<file path="src/rtl/logic_unit_pkg.sv">
// Shared definitions for the pipelined logic unit.
// Op encoding and default widths.
package logic_unit_pkg;

    localparam int LU_WIDTH = 4;
    localparam int LU_CNT_W = 16;

    typedef enum logic [2:0] {
        OP_AND  = 3'b000,
        OP_OR   = 3'b001,
        OP_XOR  = 3'b010,
        OP_NAND = 3'b011,
        OP_NOR  = 3'b100,
        OP_XNOR = 3'b101,
        OP_NOTA = 3'b110,
        OP_LOR  = 3'b111
    } lu_op_e;

endpackage

</file>
<file path="src/rtl/lu_fifo2.sv">
// Two-entry result buffer; head entry is shown on dout.
// dout reads as zero when the buffer is empty.
module lu_fifo2 #(
    parameter int DW = 5
) (
    input  logic          clk,
    input  logic          rst,
    input  logic          push,
    input  logic          pop,
    input  logic [DW-1:0] din,
    output logic [DW-1:0] dout,
    output logic          full,
    output logic          empty
);

    logic [DW-1:0] e0;
    logic [DW-1:0] e1;
    logic [1:0]    cnt;
    logic          push_ok;
    logic          pop_ok;

    assign full    = (cnt == 2'd2);
    assign empty   = (cnt == 2'd0);
    assign push_ok = push && !full;
    assign pop_ok  = pop && !empty;
    assign dout    = empty ? '0 : e0;

    // Storage and occupancy update; a push+pop with one entry replaces the head.
    always_ff @(posedge clk or posedge rst) begin
        if (rst) begin
            cnt <= 2'd0;
            e0  <= '0;
            e1  <= '0;
        end else begin
            case ({push_ok, pop_ok})
                2'b10: begin
                    if (cnt == 2'd0) e0 <= din;
                    else             e1 <= din;
                    cnt <= cnt + 2'd1;
                end
                2'b01: begin
                    e0  <= e1;
                    cnt <= cnt - 2'd1;
                end
                2'b11: begin
                    if (cnt == 2'd1) begin
                        e0 <= din;
                    end else begin
                        e0 <= e1;
                        e1 <= din;
                    end
                end
                default: ;
            endcase
        end
    end

endmodule

</file>
<file path="src/rtl/logic_unit_pipe.sv">
// Logic unit with accumulator operand, 2-deep result buffer
// and a saturating delivered-result counter.
module logic_unit_pipe
    import logic_unit_pkg::*;
#(
    parameter int WIDTH = LU_WIDTH,
    parameter int CNT_W = LU_CNT_W
) (
    input  logic             clk,
    input  logic             rst,
    input  logic             in_valid,
    output logic             in_ready,
    input  logic [2:0]       op,
    input  logic             acc_sel,
    input  logic             acc_clr,
    input  logic [WIDTH-1:0] a,
    input  logic [WIDTH-1:0] b,
    output logic             out_valid,
    input  logic             out_ready,
    output logic [WIDTH-1:0] out,
    output logic             zero,
    output logic [CNT_W-1:0] count
);

    logic [WIDTH-1:0] acc;
    logic [WIDTH-1:0] b_eff;
    logic [WIDTH-1:0] res;
    logic             res_zero;
    logic [WIDTH:0]   head;
    logic             full;
    logic             empty;
    logic             accept;
    logic             deliver;

    assign b_eff     = acc_sel ? acc : b;
    assign in_ready  = !full && !rst;
    assign out_valid = !empty;
    assign accept    = in_valid && in_ready;
    assign deliver   = out_valid && out_ready;
    assign res_zero  = (res == '0);
    assign out       = head[WIDTH-1:0];
    assign zero      = head[WIDTH];

    // Operation decode from the current inputs.
    always_comb begin
        res = '0;
        unique case (lu_op_e'(op))
            OP_AND:  res = a & b_eff;
            OP_OR:   res = a | b_eff;
            OP_XOR:  res = a ^ b_eff;
            OP_NAND: res = ~(a & b_eff);
            OP_NOR:  res = ~(a | b_eff);
            OP_XNOR: res = ~(a ^ b_eff);
            OP_NOTA: res = ~a;
            OP_LOR:  res[0] = (|a) || (|b_eff);
        endcase
    end

    lu_fifo2 #(
        .DW(WIDTH + 1)
    ) u_fifo (
        .clk  (clk),
        .rst  (rst),
        .push (accept),
        .pop  (deliver),
        .din  ({res_zero, res}),
        .dout (head),
        .full (full),
        .empty(empty)
    );

    // Accumulator: clear wins, otherwise it tracks each accepted result.
    always_ff @(posedge clk or posedge rst) begin
        if (rst)          acc <= '0;
        else if (acc_clr) acc <= '0;
        else if (accept)  acc <= res;
    end

    // Delivered-result counter, saturating at all-ones.
    always_ff @(posedge clk or posedge rst) begin
        if (rst)
            count <= '0;
        else if (deliver && (count != {CNT_W{1'b1}}))
            count <= count + CNT_W'(1);
    end

endmodule
</file>
<file path="config.mk">
export PLATFORM = sky130hd
export DESIGN_NAME = logic_unit_pipe
export DESIGN_NICKNAME = d
export VERILOG_FILES = /design/src/rtl/logic_unit_pkg.sv /design/src/rtl/lu_fifo2.sv /design/src/rtl/logic_unit_pipe.sv
export SDC_FILE = /design/constraint.sdc
export NUM_CORES = 1
export LEC_CHECK = 0
export BUFFER_PORTS_ARGS = -buffer_cell sky130_fd_sc_hd__buf_4
export CAP_MARGIN = 20
export CORE_UTILIZATION = 40
export DETAILED_ROUTE_END_ITERATION = 10
export GPL_TIMING_DRIVEN = 1
export SYNTH_ARGS = -nofsm -noshare
export SYNTH_HDL_FRONTEND = slang
export SYNTH_SLANG_ARGS = --single-unit
</file>
<file path="constraint.sdc">
create_clock -name clk -period 2.4 [get_ports clk]
set_input_delay 0.48 -clock clk [delete_from_list [all_inputs] [get_ports clk]]
set_output_delay 0.48 -clock clk [all_outputs]
set_load 0.05 [all_outputs]
</file>
; Word level (Yosys, flattened, before mapping)
; Cells that the tools add are included.
[totals]
reg_bits = 32
latch_bits = 0
ramBits = 0
rom_bits = 0
inputBits = 17
output_inout_bits = 23
mem_count = 0
[classes]
add_sub_neg = 3
mul = 0
div = 0
magnitude_cmp = 0
n_eq_ne = 16
n_shift = 0
n_mux = 13
bitwise_logic = 7
n_reduce_logical = 21
[op_table]
columns = cell, count
row1 = 5-bit two-way mux, 5
row2 = 3-bit one-hot mux with 7 select lines, 1
row3 = 16-bit by 1-bit adder with 16-bit output (second input constant), 1
row4 = 16-bit inequality test (second input constant), 1
row5 = 4-bit NOT, 4
row6 = 5-bit one-hot mux with 3 select lines, 1
row7 = 3-bit equality test (second input constant), 4
row8 = 4-bit two-way mux, 3
row9 = 5-bit one-hot mux with 2 select lines, 1
row10 = 1-bit one-hot mux with 8 select lines, 1
row11 = 4-bit OR reduction, 2
row12 = 2-bit equality test (second input constant), 3
row13 = 3-bit by 2-bit equality test with 1-bit output (second input constant), 2
row14 = 1-bit logical AND, 6
row15 = 2-bit nonzero test, 3
row16 = 4-bit bitwise AND, 1
row17 = 2-bit by 1-bit equality test with 1-bit output (second input constant), 2
row18 = 4-bit logical NOT, 1
row19 = 2-bit inequality test (second input constant), 2
row20 = 4-bit bitwise OR, 1
row21 = 2-bit one-hot mux with 2 select lines, 1
row22 = 4-bit XOR, 1
row23 = 3-bit by 1-bit equality test with 1-bit output (second input constant), 1
row24 = 1-bit logical NOT, 3
row25 = other kinds (9), 9

; Depth between registers and ports, before layout
; Gate-level depths: netlist of run 1.
[logic_depth]
ltp_word = 8
ltp_mapped = 11
depth_no_buf = 11

; Cells and area by module
; Synthesis of run 1 repeated with hierarchy kept, for this count alone.
[unflattened]
hier_cells = 228
hier_area_um2 = 2182.1
[by_module_without_submodules]
columns = mod, instances, cells_each, area_per_inst_um2
row1 = logic_unit_pipe, 1, 155, 1422.6
row2 = lu_fifo2, 1, 73, 759.5

; Worst setup path before layout of run 1
; Ideal clock, no wire load.
[synth_path]
kind = flip-flop to flip-flop
start = register u_fifo.cnt[0]
end = register u_fifo.e1[0]
setup_time_ns = 0.125
arrival_time_ns = 2.612
required_time_ns = 2.275
slack_ns = -0.337
path_stages_with_launch = 11
path_cell_list = dfrtp_1 > inv_1 > ha_1 > nor2_1 > nand2_1 > clkinv_1 > ha_1 > nand2_1 > o211ai_1 > inv_1 > mux2_2
[synth_via]
elab_chain_len = 8
word_cells_on_any_way = 17
classes_between = eq/ne (6) / mux (1) / reduce/logical (10)
[synth_rtl]
columns = element, line_no
row1 = "start, declared", lu_fifo2.sv:18  ; logic [1:0] cnt;
row2 = "start signal, assigned", lu_fifo2.sv:39  ; cnt <= cnt + 2'd1;
row3 = "start signal, assigned", lu_fifo2.sv:43  ; cnt <= cnt - 2'd1;
row4 = 2-bit equality test *, lu_fifo2.sv:22  ; assign full = (cnt == 2'd2);
row5 = 1-bit logical NOT *, logic_unit_pipe.sv:36  ; assign in_ready = !full && !rst;
row6 = 1-bit logical AND *, logic_unit_pipe.sv:36
row7 = via in_ready, logic_unit_pipe.sv:12  ; output logic in_ready,
row8 = 1-bit logical AND *, logic_unit_pipe.sv:38  ; assign accept = in_valid && in_ready;
row9 = 1-bit logical AND *, lu_fifo2.sv:24  ; assign push_ok = push && !full;
row10 = 2-bit equality test, lu_fifo2.sv:35  ; case ({push_ok, pop_ok})
row11 = 2-bit inequality test (no line) or 2-bit nonzero test (tied branches), --
row12 = 3-bit AND reduction (no line), --
row13 = "end signal, assigned", lu_fifo2.sv:38  ; else e1 <= din;
row14 = "end signal, assigned", lu_fifo2.sv:50  ; e1 <= din;
row15 = "end, declared", lu_fifo2.sv:17  ; logic [DW-1:0] e1;
; Mark *: on every way through the listed nets, which the timed path passes. The rest lies on a longest branch.
; A chain may end at the register's enable or synchronous reset.

; Final worst setup path of run 1
[layout_path]
start = register count[0]
end = register count[1]
[layout_via]
elab_chain_len = 2
word_cells_on_any_way = 3
classes_between = add/sub (1) / eq/ne (1) / reduce/logical (1)
[layout_rtl]
columns = element, line_no
row1 = "start, declared", logic_unit_pipe.sv:22  ; output logic [CNT_W-1:0] count
row2 = "start signal, assigned", logic_unit_pipe.sv:84  ; count <= count + CNT_W'(1);
row3 = branches (longest 2 deep; another with 16-bit by 1-bit adder with 16-bit output), --
; Parallel ways; which one is timed is not known.

==> key figures, run 1 <==
Clock network
  • Post-CTS setup buffers: 0
  • Worst-Skew Late Latency: 0.28 ns
  • Clk sinks: 32
  • H-tree Lvls: 2
  • CTS Buffer Depth: 2
  • Reg clk slew, reported paths: 0.06 ns
  • TritonCTS Buffers: 5
  • Hold buffers post-CTS: 0
  • Root buf cell: clkbuf_8
  • CTS tree: done
  • Post-cts repair resize count: 0

Critical path
  • Worst R2R End: count[1]
  • CP bufs+invs: 0
  • Startpoint types: register
  • Worst R2R Start: count[0]
  • Delay-heaviest family, CP: compound AO/OA/AOI/OAI gates
  • Slowest stage delay, CP: 0.49 ns
  • CP cell instances: ha_1 -> and4_4 -> nor3b_4 -> a31oi_2 -> mux2_2
  • Critical path class: reg2reg
  • Crit path arrival time: 2.21 ns
  • R2R depth: 5
  • Worst path required time: 2.56 ns
  • Crit-path slowest cell: a31oi_2
  • Reg-to-reg setup timing slack: 0.35 ns
  • Crit path max fanout: 10
  • CP Capture Type: register

STA
  • Final setup viols: 0
  • RSZ-0062 raised after global routing: false
  • Slew Limit Fails: 0
  • Fmax: 487 MHz
  • Slew margin rel.: 0.639
  • Final min period: 2.05 ns
  • Final worst slack: 0.347 ns
  • Setup TNS: 0 ns
  • Final worst-path cycle share: 0.856
  • Fin Clk Skew: 0.00772 ns
  • Final hold vios: 0
  • Tightest Pin Transition: 0.540 ns

Place
  • Worst slack, placed: 0.0881 ns
  • IO Port Bufs: 39
  • Post-DP HPWL: 3290 um
  • GPL Wtd Cong: 0.751

Power
  • Flop pwr share: 0.328
  • Combinational Power Share: 0.503
  • Psw: 1.11 mW
  • Static leakage: 1.26 nW
  • Clk pwr share: 0.169
  • Pwr Density: 983 nW/um^2
  • Switching part of the total: 0.444
  • Int Power: 1.39 mW
  • Max VDD drop: 0.900 mV

Die
  • Initial Util: 0.427
  • Chip width: 73.9 um
  • Die area: 5460 sq um
  • FP Rows: 25
  • IO Count: 40
  • Core box area: 4850 sq um
  • Chip height: 73.9 um

Synth
  • Post-synthesis net count: 245
  • Mapped Cells: 213
  • Main synth FF type: dfrtp_1
  • Synth Cell Area: 2070 sq um
  • Avg Cell Area, Syn: 9.71 sq um
  • Synth cell types: 48
  • Flops & latches, synth: 32
  • Synthesis Warnings: 0
  • Post-synth ARST share: 1.00
  • Post-synth EDFFs: 0
  • Seq/Total Area, Yosys: 0.387

Global routing
  • First-pass GRT wire length: 7370 um
  • GRT overflow: 0
  • Total GRT Usage: 0.177
  • Number of global-route vias before repair: 1532
  • Largest net degree at the start of global routing: 33
  • Antenna violations before repair: 0

Drt
  • Metal3 WL: 155 um
  • Met1 WL: 2270 um
  • Vias per inst: 5.01
  • 1st-iter DRT viols: 102
  • Avg WL per Cell: 13.0 um
  • Drt drc: 0
  • Detailed Routing Iterations Pass 1: 4
  • Highest routed layer: met4
  • Total routed wirelength: 4240 um
  • Routed Antenna Nets: 0
  • Via Count: 1637
  • Routed wl met2: 1780 um

Cells and area
  • Area grow syn2layout: 23.4%
  • # fillers: 449
  • Ratio of cells with drive above 1 in the final layout: 0.262
  • Most frequent cells in the layout: buf_4, dfrtp_1, nand2_1, nor2_1, inv_1
  • Fin nets: 291
  • Diode count: 0
  • Most common cell after layout, fill and taps aside: buf_4

Hold path
  • Worst min path class: in2async

Flow run
  • Max cap viols: 0

Run status
  • Status: finished, final reports clean
[registers in the layout, summed over array words and instances (netlist names)]
register and cells:
u_fifo.e0 5, u_fifo.cnt 2, u_fifo.e1 5, acc 4, count 16
[layer usage]
| layer | vias to the layer above | track usage |
|---|---|---|
| li1 | 841 | - |
| met1 | 764 | 0.276 |
| met2 | 27 | 0.245 |
| met3 | 5 | 0.0329 |
| met4 | 0 | 0.0513 |
| met5 | - | 0 |
[tightest hold or removal path, delay by kind of cell]
family,cells,cell delay (ns)
buffers and inverters,3,0.52
[kinds of logic after synthesis]
logic type / after synthesis / share of synthesized area
AND/OR/NAND/NOR: 72 / 0.191
AO/OA/AOI/OAI: 43 / 0.151
XOR/XNOR: 17 / 0.0720
multiplexers: 11 / 0.0605
buffers and inverters: 23 / 0.0478
adder cells (fa/ha/maj): 15 / 0.0907
flip-flops: 32 / 0.387
[synth_stat cells (2+ instances only)]
| master | n | area, sq um |
|---|---|---|
| ha_1 | 15 | 188 |
| and3_1 | 2 | 12.5 |
| nand3b_1 | 2 | 15.0 |
| o21ai_0 | 10 | 50.1 |
| mux2_2 | 2 | 22.5 |
| nand2_1 | 17 | 63.8 |
| a2bb2oi_1 | 3 | 26.3 |
| nand4_1 | 7 | 43.8 |
| o21a_1 | 4 | 30.0 |
| nand2b_1 | 2 | 12.5 |
| o221a_2 | 2 | 22.5 |
| a211oi_1 | 4 | 30.0 |
| and2b_1 | 4 | 30.0 |
| xnor2_1 | 13 | 114 |
| nand3_1 | 8 | 40.0 |
| mux2i_1 | 8 | 80.1 |
| buf_2 | 4 | 20.0 |
| dfrtp_1 | 32 | 801 |
| inv_1 | 16 | 60.1 |
| o2111ai_1 | 3 | 26.3 |
| a21oi_1 | 6 | 30.0 |
| nor2_1 | 18 | 67.6 |
| nor2b_1 | 3 | 18.8 |
| xor2_1 | 4 | 35.0 |
[cell type report]
type                            count  area [sq um]  share of cell area
Multi-Input combinational cell    158          1180               0.461
Tap cell                           67          83.8              0.0329
Sequential cell                    32           801               0.314
Timing Repair Buffer               44           330               0.129
Clock inverter                      2          10.0             0.00392
Clock buffer                        6          82.6              0.0324
Inverter                           18          67.6              0.0265
[worst max-delay path by stage]
stage / depth (start not counted) / slack [ns] / end / from
after CTS: 5 / 0.34 / count[1] / count[0]
after global placement: 7 / 0.14 / u_fifo.e0[1] / acc_sel
after detailed placement: 7 / 0.09 / u_fifo.e0[1] / acc_sel
final: 5 / 0.35 / count[1] / count[0]
after global routing: 10 / 0.17 / u_fifo.e1[0] / u_fifo.cnt[0]
after floorplan: 10 / 0.13 / u_fifo.e1[0] / u_fifo.cnt[0]
[through the flow]
stage / cells / instance area [sq um] / power [mW] / hold WS [ns] / util
2_1_floorplan: 213 / 2080 / 1.74 / 0.444 / -
3_3_place_gp: 319 / 2460 / 2.09 / 0.471 / 0.507
3_5_place_dp: 319 / 2460 / 2.10 / 0.477 / 0.507
4_1_cts: 327 / 2550 / 2.53 / 0.317 / 0.526
5_1_grt: 327 / 2550 / 2.70 / 0.354 / 0.526
6_report: 327 / 2550 / 2.51 / 0.309 / 0.526
[power by group through the flow]
stage          sequential [mW]  clock [mW]  combinational [mW]
5_1_grt                  0.849       0.465                1.38
3_3_place_gp             0.833           0                1.25
6_report                 0.822       0.423                1.26
4_1_cts                  0.825       0.437                1.27
2_1_floorplan            0.965           0               0.771
3_5_place_dp             0.835           0                1.27
Power figures use the tool's default switching activity.
==> run 2, diff against run 1 <==
ABC_AREA = 1   (was unset)
CORE_MARGIN = 1   (was unset)
CTS_CLUSTER_SIZE = 25   (was unset)
==> key figures, run 2 <==
Cells and area
  • Most common cell after layout, fill and taps aside: nand2_1 (was buf_4)
  • Fin area: 2720 sq um (was 2550 sq um)
  • Fin nets: 377 (was 291)
  • Reg with most FFs: count (unchanged)
  • Diode count: 0 (unchanged)
  • Ratio of cells with drive above 1 in the final layout: 0.225 (was 0.262)
  • # fillers: 517 (was 449)
  • Area grow syn2layout: 21.8% (was 23.4%)
  • Largest register FFs: 16 (unchanged)
  • Most frequent cells in the layout: nand2_1, inv_1, buf_4 (was buf_4, dfrtp_1, nand2_1, nor2_1, inv_1)
  • Top Registers: count x16, u_fifo.e0 x5, u_fifo.e1 x5 (unchanged)
  • Area of the multi-input gates: 1200 sq um (was 1180 sq um)
  • Storage element area: 801 sq um (unchanged)

Drt
  • Vias per inst: 4.58 (was 5.01)
  • Drt drc: 0 (unchanged)
  • Avg WL per Cell: 11.4 um (was 13.0 um)
  • Detailed Routing Iterations Pass 1: 4 (unchanged)
  • Total routed wirelength: 4720 um (was 4240 um)
  • Via Count: 1904 (was 1637)
  • Routed Antenna Nets: 0 (unchanged)
  • 1st-iter DRT viols: 95 (was 102)

Critical path
  • Critical path class: reg2reg (unchanged)
  • Startpoint types: register (unchanged)
  • CP bufs+invs: 5 (was 0)
  • Crit-path slowest cell: dfrtp_1 (was a31oi_2)
  • Delay-heaviest family, CP: buffers and inverters (was compound AO/OA/AOI/OAI gates)
  • Crit path max fanout: 9 (was 10)
  • Worst path required time: 2.56 ns (about the same)
  • CP cell instances: inv_1 -> ha_1 -> inv_2 -> nand2_2 -> inv_2 -> ha_1 -> nand2_1 -> inv_1 -> a21oi_1 -> inv_1 -> nand2_1 -> o21ai_0 (was ha_1 -> and4_4 -> nor3b_4 -> a31oi_2 -> mux2_2)
  • Crit path arrival time: 2.17 ns (was 2.21 ns)
  • Slowest stage delay, CP: 0.41 ns (was 0.49 ns)
  • Crit path top cell by count: inv_1
  • CP Capture Type: register (unchanged)

Die
  • Chip width: 76.6 um (was 73.9 um)
  • Initial Util: 0.425 (was 0.427)
  • Chip height: 76.6 um (was 73.9 um)
  • Die area: 5870 sq um (was 5460 sq um)
  • FP Rows: 26 (was 25)
  • Core box area: 5240 sq um (was 4850 sq um)
  • IO Count: 40 (unchanged)

Run status
  • Status: finished, final reports clean (unchanged)

Synth
  • Top-area cell type share of the netlist area: 0.359 (was 0.387)
  • Synth top cells by count: nand2_1, inv_1, nor2_1, dfrtp_1, nand3_1 (was dfrtp_1, nor2_1, nand2_1, inv_1, ha_1)
  • Main synth FF type: dfrtp_1 (unchanged)
  • Most common cell in the netlist: nand2_1 (was dfrtp_1)
  • Synth area leaders: dfrtp_1, nand2_1, ha_1 (was dfrtp_1, ha_1, xnor2_1)
  • Mapped Cells: 299 (was 213)
  • Cell taking the most area after synthesis: dfrtp_1 (unchanged)
  • Synthesis Warnings: 0 (unchanged)
  • Synth cell types: 27 (was 48)
  • Post-synth EDFFs: 0 (unchanged)
  • Post-synthesis net count: 331 (was 245)
  • Post-synth ARST share: 1.00 (unchanged)
  • Flops & latches, synth: 32 (unchanged)
  • Avg Cell Area, Syn: 7.45 sq um (was 9.71 sq um)
  • Synth Cell Area: 2230 sq um (was 2070 sq um)
  • Seq/Total Area, Yosys: 0.359 (was 0.387)

STA
  • Worst hold slack: 0.299 ns (was 0.309 ns)
  • Final worst slack: 0.395 ns (was 0.347 ns)
  • Final worst-path cycle share: 0.836 (was 0.856)
  • Final min period: 2.01 ns (was 2.05 ns)
  • Tightest Pin Transition: 0.411 ns (was 0.540 ns)
  • Slew margin rel.: 0.726 (was 0.639)
  • RSZ-0062 raised after global routing: false (unchanged)
  • Setup TNS: 0 ns (unchanged)
  • Final hold vios: 0 (unchanged)
  • Final setup viols: 0 (unchanged)
  • Fmax: 499 MHz (was 487 MHz)
  • Slew Limit Fails: 0 (unchanged)
  • Fin Clk Skew: 0.0145 ns (was 0.00772 ns)

Clock network
  • Worst-Skew Late Latency: 0.28 ns (about the same)
  • Reg clk slew, reported paths: 0.08 ns (was 0.06 ns)
  • CTS tree: done (unchanged)
  • H-tree Lvls: 2 (unchanged)
  • CTS Buffer Depth: 2 (unchanged)
  • Root buf cell: clkbuf_8 (unchanged)
  • Clk sinks: 32 (unchanged)
  • TritonCTS Buffers: 5 (unchanged)
  • Post-CTS setup buffers: 0 (unchanged)
  • Hold buffers post-CTS: 0 (unchanged)
  • Post-cts repair resize count: 0 (unchanged)

Global routing
  • Number of global-route vias before repair: 1773 (was 1532)
  • First-pass GRT wire length: 8190 um (was 7370 um)
  • Total GRT Usage: 0.174 (was 0.177)
  • Largest net degree at the start of global routing: 33 (unchanged)
  • GRT overflow: 0 (unchanged)
  • Antenna violations before repair: 0 (unchanged)

Power
  • Static leakage: 1.43 nW (was 1.26 nW)
  • Pwr Density: 963 nW/um^2 (was 983 nW/um^2)
  • Max VDD drop: 0.833 mV (was 0.900 mV)

Place
  • IO Port Bufs: 39 (unchanged)
  • Worst slack, placed: 0.271 ns (was 0.0881 ns)
  • GPL Wtd Cong: 0.785 (was 0.751)
  • Post-DP HPWL: 3650 um (was 3290 um)
  • Placed Area: 2610 sq um (was 2460 sq um)

Flow run
  • Max cap viols: 0 (unchanged)

Hold path
  • Worst min path class: in2async (unchanged)
run 2: cell count changes in the layout (fill, tap and decap cells not counted), moves of 6 or more:
cell,before,now
inv_2,1,7
inv_1,16,46
nand3_1,8,27
nand2_1,17,61
nor2_1,17,37
mux2i_1,8,0
run 2: layout make-up:
type | instances | share of cell area
multi-input combinational | 211 | 0.444
sequential | 32 | 0.295
timing repair buffer | 42 | 0.116
inverter | 53 | 0.0733
tap | 70 | 0.0323
clock buffer | 6 | 0.0267
clock inverter | 2 | 0.0129
run 2: logic make-up (layout without fill, tap and decap cells):
family / count (synthesis) / in the layout / synth area share
buffers and inverters: 56 / 103 / 0.101
and+or+nand+nor: 153 / 153 / 0.323
AOI/OAI and AO/OA: 26 / 26 / 0.0657
DFF: 32 / 32 / 0.359
xor gates and xnor gates: 17 / 17 / 0.0668
adders and majority gates: 15 / 15 / 0.0842
run 2: tightest hold or removal path, cell delays in order:
cell and delay [ns]:
buf_4 0.11, inv_1 0.04, buf_4 0.37
run 2: metal layers:
layer	GRT usage	up-vias	wire length, um
li1	-	1031	-
met1	0.264	829	2580
met2	0.254	42	1950
met3	0.0323	2	172
met4	0.0404	0	19
met5	0	-	0
run 2: path summary, 6_finish.rpt:
kind | slack (ns) | start | cells after the start | end
min in group clk | 0.49 | u_fifo.e1[4] | 2 | u_fifo.e1[4]
hold reg to reg | 0.49 | u_fifo.e1[4] | 2 | u_fifo.e1[4]
max in group asynchronous | 1.79 | rst | 3 | count[5]
setup reg to reg | 0.39 | u_fifo.cnt[0] | 12 | u_fifo.e1[2]
hold / removal | 0.30 | rst | 3 | u_fifo.e1[2]
setup / recovery | 0.39 | u_fifo.cnt[0] | 12 | u_fifo.e1[2]
run 2: stage by stage:
| stage | power, mW | cells | utilization |
|---|---|---|---|
| 6_report | 2.62 | 416 | 0.518 |
| 5_1_grt | 2.80 | 416 | 0.518 |
| 4_1_cts | 2.64 | 416 | 0.518 |
| 3_5_place_dp | 2.12 | 408 | 0.498 |
| 3_3_place_gp | 2.11 | 408 | 0.498 |
| 2_1_floorplan | 1.77 | 299 | - |
run 2: report_power, final:
| group | switching (mW) | leakage [nW] | internal, mW | total (mW) |
|---|---|---|---|---|
| clock network | 0.199 | 0.0552 | 0.308 | 0.508 |
| registers | 0.125 | 0.411 | 0.697 | 0.822 |
| logic | 0.866 | 0.964 | 0.419 | 1.29 |
| total | 1.19 | 1.43 | 1.42 | 2.62 |
